$ cat src/rtl/register_bank_pkg.sv
//------------------------------------------------------------------------------
// Module      : register_bank_pkg
// Description : Shared sizes, architectural register indices and
//               destination-mux selection codes for the MIPS register bank.
// Revision    : 1.0 - initial release
//------------------------------------------------------------------------------
`default_nettype none

package register_bank_pkg;

    localparam int DATA_W   = 32;
    localparam int NUM_REGS = 32;
    localparam int WIDX_W   = 6;

    localparam int REG_ZERO = 0;
    localparam int REG_SP   = 29;
    localparam int REG_RA   = 31;
    localparam int SP_RESET = 227;

    // Selection codes driven into the write-destination mux by control.
    typedef enum logic [1:0] {
        DST_RT  = 2'd0,
        DST_RD  = 2'd1,
        DST_RA  = 2'd2,
        DST_BAD = 2'd3
    } dst_sel_e;

    // Index the mux emits for DST_BAD; deliberately outside the register range.
    localparam logic [WIDX_W-1:0] DST_BAD_IDX = 6'd63;

endpackage : register_bank_pkg

`default_nettype wire

$ cat src/rtl/register_bank_read_port.sv
//------------------------------------------------------------------------------
// Module      : register_bank_read_port
// Description : Combinational read port; index 0 is forced to zero.
// Revision    : 1.0 - initial release
//------------------------------------------------------------------------------
`default_nettype none

module register_bank_read_port #(
    parameter int DATA_W   = register_bank_pkg::DATA_W,
    parameter int NUM_REGS = register_bank_pkg::NUM_REGS
) (
    input  logic [DATA_W-1:0]           regs [NUM_REGS],
    input  logic [$clog2(NUM_REGS)-1:0] idx,
    output logic [DATA_W-1:0]           data
);

    import register_bank_pkg::*;

    localparam int                    c_idx_w    = $clog2(NUM_REGS);
    localparam logic [c_idx_w-1:0]    c_zero_idx = c_idx_w'(REG_ZERO);

    always_comb begin
        data = '0;
        if (idx != c_zero_idx) begin
            data = regs[idx];
        end
    end

endmodule : register_bank_read_port

`default_nettype wire

$ cat src/rtl/register_bank.sv
//------------------------------------------------------------------------------
// Module      : register_bank
// Description : 32 x 32 MIPS register file, two read ports, one write port,
//               $sp preset on reset and a sticky illegal-destination flag.
// Revision    : 1.0 - initial release
//------------------------------------------------------------------------------
`default_nettype none

module register_bank #(
    parameter int DATA_W   = register_bank_pkg::DATA_W,
    parameter int NUM_REGS = register_bank_pkg::NUM_REGS,
    parameter int WIDX_W   = register_bank_pkg::WIDX_W,
    parameter int SP_INDEX = register_bank_pkg::REG_SP,
    parameter int SP_RESET = register_bank_pkg::SP_RESET
) (
    input  logic                        clk,
    input  logic                        reset,
    input  logic                        RegWrite,
    input  logic [$clog2(NUM_REGS)-1:0] ReadReg1,
    input  logic [$clog2(NUM_REGS)-1:0] ReadReg2,
    input  logic [WIDX_W-1:0]           WriteReg,
    input  logic [DATA_W-1:0]           WriteData,
    input  logic                        err_clr,
    output logic [DATA_W-1:0]           ReadData1,
    output logic [DATA_W-1:0]           ReadData2,
    output logic                        idx_err
);

    import register_bank_pkg::*;

    localparam int                  c_ridx_w   = $clog2(NUM_REGS);
    localparam logic [WIDX_W-1:0]   c_num_regs = WIDX_W'(NUM_REGS);
    localparam logic [WIDX_W-1:0]   c_zero_idx = WIDX_W'(REG_ZERO);
    localparam logic [DATA_W-1:0]   c_sp_reset = DATA_W'(SP_RESET);

    logic [DATA_W-1:0]   r_regs [NUM_REGS];
    logic                r_idx_err;

    logic                w_idx_legal;
    logic                w_wr_en;
    logic                w_err_set;
    logic [c_ridx_w-1:0] w_wr_idx;

    // The extra WriteReg bit exists only so that illegal destinations are visible.
    assign w_idx_legal = (WriteReg < c_num_regs);
    assign w_wr_en     = RegWrite && w_idx_legal && (WriteReg != c_zero_idx);
    assign w_err_set   = RegWrite && !w_idx_legal;
    assign w_wr_idx    = WriteReg[c_ridx_w-1:0];

    always_ff @(posedge clk or negedge reset) begin
        if (!reset) begin
            for (int i = 0; i < NUM_REGS; i++) begin
                r_regs[i] <= (i == SP_INDEX) ? c_sp_reset : '0;
            end
        end else if (w_wr_en) begin
            r_regs[w_wr_idx] <= WriteData;
        end
    end

    // A new error takes priority over a simultaneous clear.
    always_ff @(posedge clk or negedge reset) begin
        if (!reset) begin
            r_idx_err <= 1'b0;
        end else if (w_err_set) begin
            r_idx_err <= 1'b1;
        end else if (err_clr) begin
            r_idx_err <= 1'b0;
        end
    end

    assign idx_err = r_idx_err;

    register_bank_read_port #(
        .DATA_W   (DATA_W),
        .NUM_REGS (NUM_REGS)
    ) u_read_port1 (
        .regs (r_regs),
        .idx  (ReadReg1),
        .data (ReadData1)
    );

    register_bank_read_port #(
        .DATA_W   (DATA_W),
        .NUM_REGS (NUM_REGS)
    ) u_read_port2 (
        .regs (r_regs),
        .idx  (ReadReg2),
        .data (ReadData2)
    );

endmodule : register_bank

`default_nettype wire

$ cat config.mk
export PLATFORM = sky130hd
export DESIGN_NAME = register_bank
export DESIGN_NICKNAME = d
export VERILOG_FILES = /design/src/rtl/register_bank_pkg.sv /design/src/rtl/register_bank_read_port.sv /design/src/rtl/register_bank.sv
export SDC_FILE = /design/constraint.sdc
export NUM_CORES = 2
export LEC_CHECK = 0
export ABC_CLOCK_PERIOD_IN_PS = 3980
export CORE_MARGIN = 5
export CORE_UTILIZATION = 30
export DETAILED_ROUTE_END_ITERATION = 7
export SLEW_MARGIN = 20
export SYNTH_ARGS = -nofsm -noshare
export SYNTH_HDL_FRONTEND = slang
export SYNTH_HIERARCHICAL = 1
export SYNTH_SLANG_ARGS = --single-unit
$ cat constraint.sdc
create_clock -name clk -period 3.98 [get_ports clk]
set_input_delay 1.194 -clock clk [delete_from_list [all_inputs] [get_ports clk]]
set_output_delay 1.194 -clock clk [all_outputs]
set_load 0.005 [all_outputs]
### Word level (Yosys, flattened, before mapping)

Index checks and enable logic that the tools add are counted.

| storage, ports and cells | value |
|---|---|
| bits in registers | 1025 |

| operators by class | value |
|---|---|
| $lt $le $gt $ge | 5 |
| reductions and logical operators | 9 |
| multiplexer cells | 13 |
| bitwise operators | 3 |

Operator list:

| operator | number |
|---|---|
| $bwmux W1024 | 1 |
| $bmux W32 S5 | 2 |
| $mux W32 | 7 |
| $demux W32 S5 | 1 |
| $ge A6 B6 Y1 const B | 3 |
| $not A5 Y6 | 3 |
| $reduce_bool A5 Y1 | 2 |
| $lt A6 B1 Y1 const B | 1 |
| $lt A6 B6 Y1 const B | 1 |
| $reduce_bool A6 Y1 | 1 |
| $logic_and A1 B1 Y1 | 4 |
| $mux W1 | 2 |
| $reduce_bool A2 Y1 | 1 |
| $logic_not A1 Y1 | 1 |

### Depth between registers and ports, before layout

| logic depth | value |
|---|---|
| depth after elaboration | 6 |
| gate-level depth with buffers | 7 |
| mapped depth without buffers | 4 |

### Cells and area by module

The synthesis kept the hierarchy.

By module, submodules not included:

| module | cells an instance | instances | seq. area each (um2) | area each (um2) |
|---|---|---|---|---|
| register_bank | 2288 | 1 | 25655.9 | 37998.9 |
| register_bank_read_port | 664 | 2 | 0.0 | 8368.0 |

### Least setup slack after synthesis

OpenSTA, ideal clock, no wires.

| timing | value |
|---|---|
| path type | input to output |
| from | input port ReadReg1[0] |
| to | output port ReadData1[6] |
| slack | 0.294 ns |
| arrival | 2.492 ns |
| path buffers | 2 |
| stages on the path | 5 |
| cell sequence | buf_4 -> buf_2 -> mux4_2 -> a211oi_1 -> a311oi_2 |

| between the ends | value |
|---|---|
| longest elaborated chain between the ends | 5 |

Ends and longest elaborated chain:

| item | line | text |
|---|---|---|
| from (decl) | register_bank.sv:19 | `input logic [$clog2(NUM_REGS)-1:0] ReadReg1,` |
| $not A5 Y6 (not written as such) | register_bank_read_port.sv:25 | `data = regs[idx];` |
| $bmux W32 S5 | register_bank_read_port.sv:25 |  |
| $mux W32 (not written as such) (2 in series) | register_bank_read_port.sv:25 |  |
| $mux W32 (*) | register_bank_read_port.sv:24 | `if (idx != c_zero_idx) begin` |
| to (decl) | register_bank.sv:24 | `output logic [DATA_W-1:0] ReadData1,` |

Every way passes the cells marked *; elsewhere a longest branch is shown, timed or not. The select of a mux whose other input is x is not followed.

### Final worst setup path

| timing | value |
|---|---|
| from | input port ReadReg2[1] |
| to | output port ReadData2[24] |

| between the ends | value |
|---|---|
| longest elaborated chain between the ends | 5 |

Ends and longest elaborated chain:

| item | line | text |
|---|---|---|
| from (decl) | register_bank.sv:20 | `input logic [$clog2(NUM_REGS)-1:0] ReadReg2,` |
| $not A5 Y6 (not written as such) | register_bank_read_port.sv:25 |  |
| $bmux W32 S5 | register_bank_read_port.sv:25 |  |
| $mux W32 (not written as such) (2 in series) | register_bank_read_port.sv:25 |  |
| $mux W32 (*) | register_bank_read_port.sv:24 |  |
| to (decl) | register_bank.sv:25 | `output logic [DATA_W-1:0] ReadData2,` |

Marks and branches as above.

==> summary.txt <==
Yosys
  – Post-synth cell types: between 40 and 50
  – Number of synthesized flops with an enable pin: 0
  – Sequential area share after synthesis: 46.9%
  – Synth Register Bits: 1025
  – Post-Syn Area: ~55000 um^2
  – Async SR Flop Fraction: 100%
  – Dominant synthesized flop cell: dfrtp_1
  – Syn avg cell area: 15.1 um^2
  – Post-Syn Nets: roughly 3700
  – Synth warnings: 6
  – Mapped Cells: ~3600

Critical path
  – WS Path Type: primary input to output pin
  – Critical Path Start Type: primary input
  – CP Capture Type: output pin
  – CP max FO: 7
  – Required @ worst endpoint: approximately 2.8 ns
  – Critical Path AT: 3.06 ns

Global route
  – Overflow after GRT: 0
  – Tot GR Track Use: roughly 20%
  – Initial antenna violation count: 11
  – Global-route wire length before repair: 287000 um
  – Pin count of the biggest net entering global routing: 119
  – Number of global-route vias before repair: 38414

Routing
  – WL per Instance: between 30 and 40 um
  – M1 wire length: 80300 um
  – Starting DRC count in detailed routing: between 3000 and 4000
  – Via count: 37229
  – Via density: 5.69
  – Met2 wire len: 96200 um
  – DR WL met3: 12100 um
  – DRT antenna net count: 0
  – Total iterations of the first detailed-routing run: 7
  – Uppermost layer routed: met5
  – Total wire length: 200000 um
  – Residual DRC: 0

Timing
  – Tmin final: 4.25 ns
  – Slew HR: 24.2%
  – Slew @ Worst Pin: 1.13 ns
  – Unrepaired setup endpoints after global routing: true
  – Maximum clock frequency: 235 MHz
  – Skew final: 0 ns
  – Max Slew Vio Count: 0
  – Worst setup margin: -0.270 ns
  – Final hold viol count: 0
  – Final Setup Violations: 64
  – Crit share post-route: 107%
  – Setup_tns: -11.54 ns

Outcome
  – Status: complete, but fails checks
  – Failing checks: negative setup slack

Place
  – Cells after DPL: 6147
  – GP Congestion: 0.831
  – PortBufs: around 120
  – DP Wirelength: 123000 um

Pwr
  – Pleak: between 0.03 and 0.04 uW
  – Peak supply drop: 0.310 mV
  – Power Density: 406 nW/um^2

Die
  – Core Region: 181000 um^2
  – Die footprint: roughly 190000 um^2
  – Die height: 437 um
  – Site Rows: 156
  – I/O Pins: 117
  – Die Width: 437 um
  – Starting Density: 30.2%

Final layout
  – Share of layout cells above drive strength 1: 66.6%
  – Area growth, synth to finish: 29.2%
  – Final Non-Filler Cells: 6544
  – Fin nets: 4134
  – Fin util: 39.1%

Min path
  – Hold WC Path Type: flip-flop to flip-flop

Job
  – Max Cap Viol: 0

Clock tree
  – # clock sinks: 1025
  – TritonCTS clock tree: built
  – Worst skew pair latency: about 0.71 ns
  – Hold_buf cts: 0
  – Htree depth: 3
  – Clk slew on worst S/H paths: 0.06 ns
  – Largest buffer count on any clock path: 3
  – Cts bufs inserted: 100
  – Root buffer cell: clkbuf_16
## final cells by class
type                    instances  area, um^2
fillers                     16522      110000
repair buffers                789        9380
multi-input cells            2163       29400
clock inverters                48         468
clock buffers                 141        2860
well taps                    2370        2970
flip-flops and latches       1025       25700
diodes                          5        12.5
inverters                       3        16.3
## metal layers
| layer | track usage, % | up-vias |
|---|---|---|
| met5 | 0 | - |
| li1 | - | 15066 |
| met2 | 33.3 | 1437 |
| met3 | 3.36 | 453 |
| met1 | 26.2 | 20269 |
| met4 | 10.8 | 4 |
## sequential cells by signal (all words and copies together), names as in the netlist
register,cells
r_regs,1024
idx_err,1
## timing repair
action	CTS	global route
cloned	30	4
buffers inserted	166	49
resized for setup	817	172
pin swaps	116	102
setup endpoints to repair	64	64
## cells by family (layout without fill, tap and decap cells)
family	count (synthesis)	in the layout	share of synthesized area (%)
AO/OA/AOI/OAI	369	369	4.90
AND/OR/NAND/NOR	162	162	1.66
buffers and inverters	428	981	4.07
flip-flops	1025	1025	46.9
other	0	5	0
multiplexers	1632	1632	42.5
## report_power, final
group / switching (uW) / total (uW) / internal (uW)
clock network: 4400 / 9880 / 5480
registers: 989 / 12800 / 11800
logic: 2590 / 6070 / 3480
total: 7970 / 28700 / 20700
## cells in the mapped netlist, types with 3 or more instances
library cell,number,area share (%)
clkbuf_4,6,0.082
clkbuf_1,180,1.2
dfstp_2,5,0.24
nor3b_1,3,0.041
a311oi_1,60,0.96
nand2_1,48,0.33
dfrtp_1,1020,47
mux2_2,1045,21
nor2_2,4,0.046
a221oi_1,48,0.77
nor2_1,18,0.12
mux2i_1,128,2.3
a22oi_1,64,0.88
buf_1,45,0.31
nor2b_1,66,0.75
mux4_2,448,18
o21ai_1,106,0.97
mux2_1,11,0.23
o2111ai_1,16,0.26
a211oi_1,64,0.88
buf_2,112,1.0
a311oi_2,4,0.11
nand3b_1,3,0.041
buf_4,40,0.55
o21ai_0,5,0.046
buf_6,38,0.78
## metrics by stage
stage                     setup WS (ns)  power (uW)  hold WS (ns)  area [um^2]
after floorplan                   0.294       16000         0.441        54700
after global placement            -1.33       17900         0.377        61900
after detailed placement          -1.24       18100         0.383        61900
after CTS                        -0.317       28600         0.398        69900
after global routing             -0.291       29700         0.409        70700
final                            -0.270       28700         0.391        70700
## cell usage in the layout, fill, tap and decap left out, types with 20 or more instances in the layout
cell type	n
buf_6	83
clkbuf_16	106
nor2b_1	45
mux2_2	1000
clkinv_2	27
mux2i_1	127
buf_8	46
buf_2	50
mux4_2	448
a211oi_2	45
a311oi_2	35
clkbuf_1	23
mux2_4	45
nor2b_4	21
buf_16	42
o21ai_4	28
o21ai_1	26
a22oi_2	52
buf_4	382
a221oi_2	20
clkdlybuf4s50_1	31
o21ai_2	58
buf_12	143
nand2_1	33
dfrtp_1	1020
## final timing paths
kind                                         start                      end  slack (ns)  cells past startpoint
hold reg to reg            r_regs[998]$_DFFE_PN0P_  r_regs[998]$_DFFE_PN0P_        0.39                      0
max in group asynchronous                    reset  r_regs[339]$_DFFE_PN0P_        2.44                      2
hold / removal             r_regs[998]$_DFFE_PN0P_  r_regs[998]$_DFFE_PN0P_        0.39                      0
setup / recovery                       ReadReg2[1]            ReadData2[24]       -0.27                     10
setup reg to reg           r_regs[495]$_DFFE_PN0P_  r_regs[495]$_DFFE_PN0P_        3.15                      1
min in group asynchronous                    reset  r_regs[120]$_DFFE_PN0P_        0.41                      1
## critical path, cell delays in order
cell,delay (ns)
buf_16,0.13
buf_16,0.15
buf_12,0.12
buf_12,0.11
buf_12,0.13
mux4_2,0.50
mux2_2,0.28
o21ai_2,0.12
a311oi_2,0.09
buf_2,0.21
(Power assumes the default switching activity.)
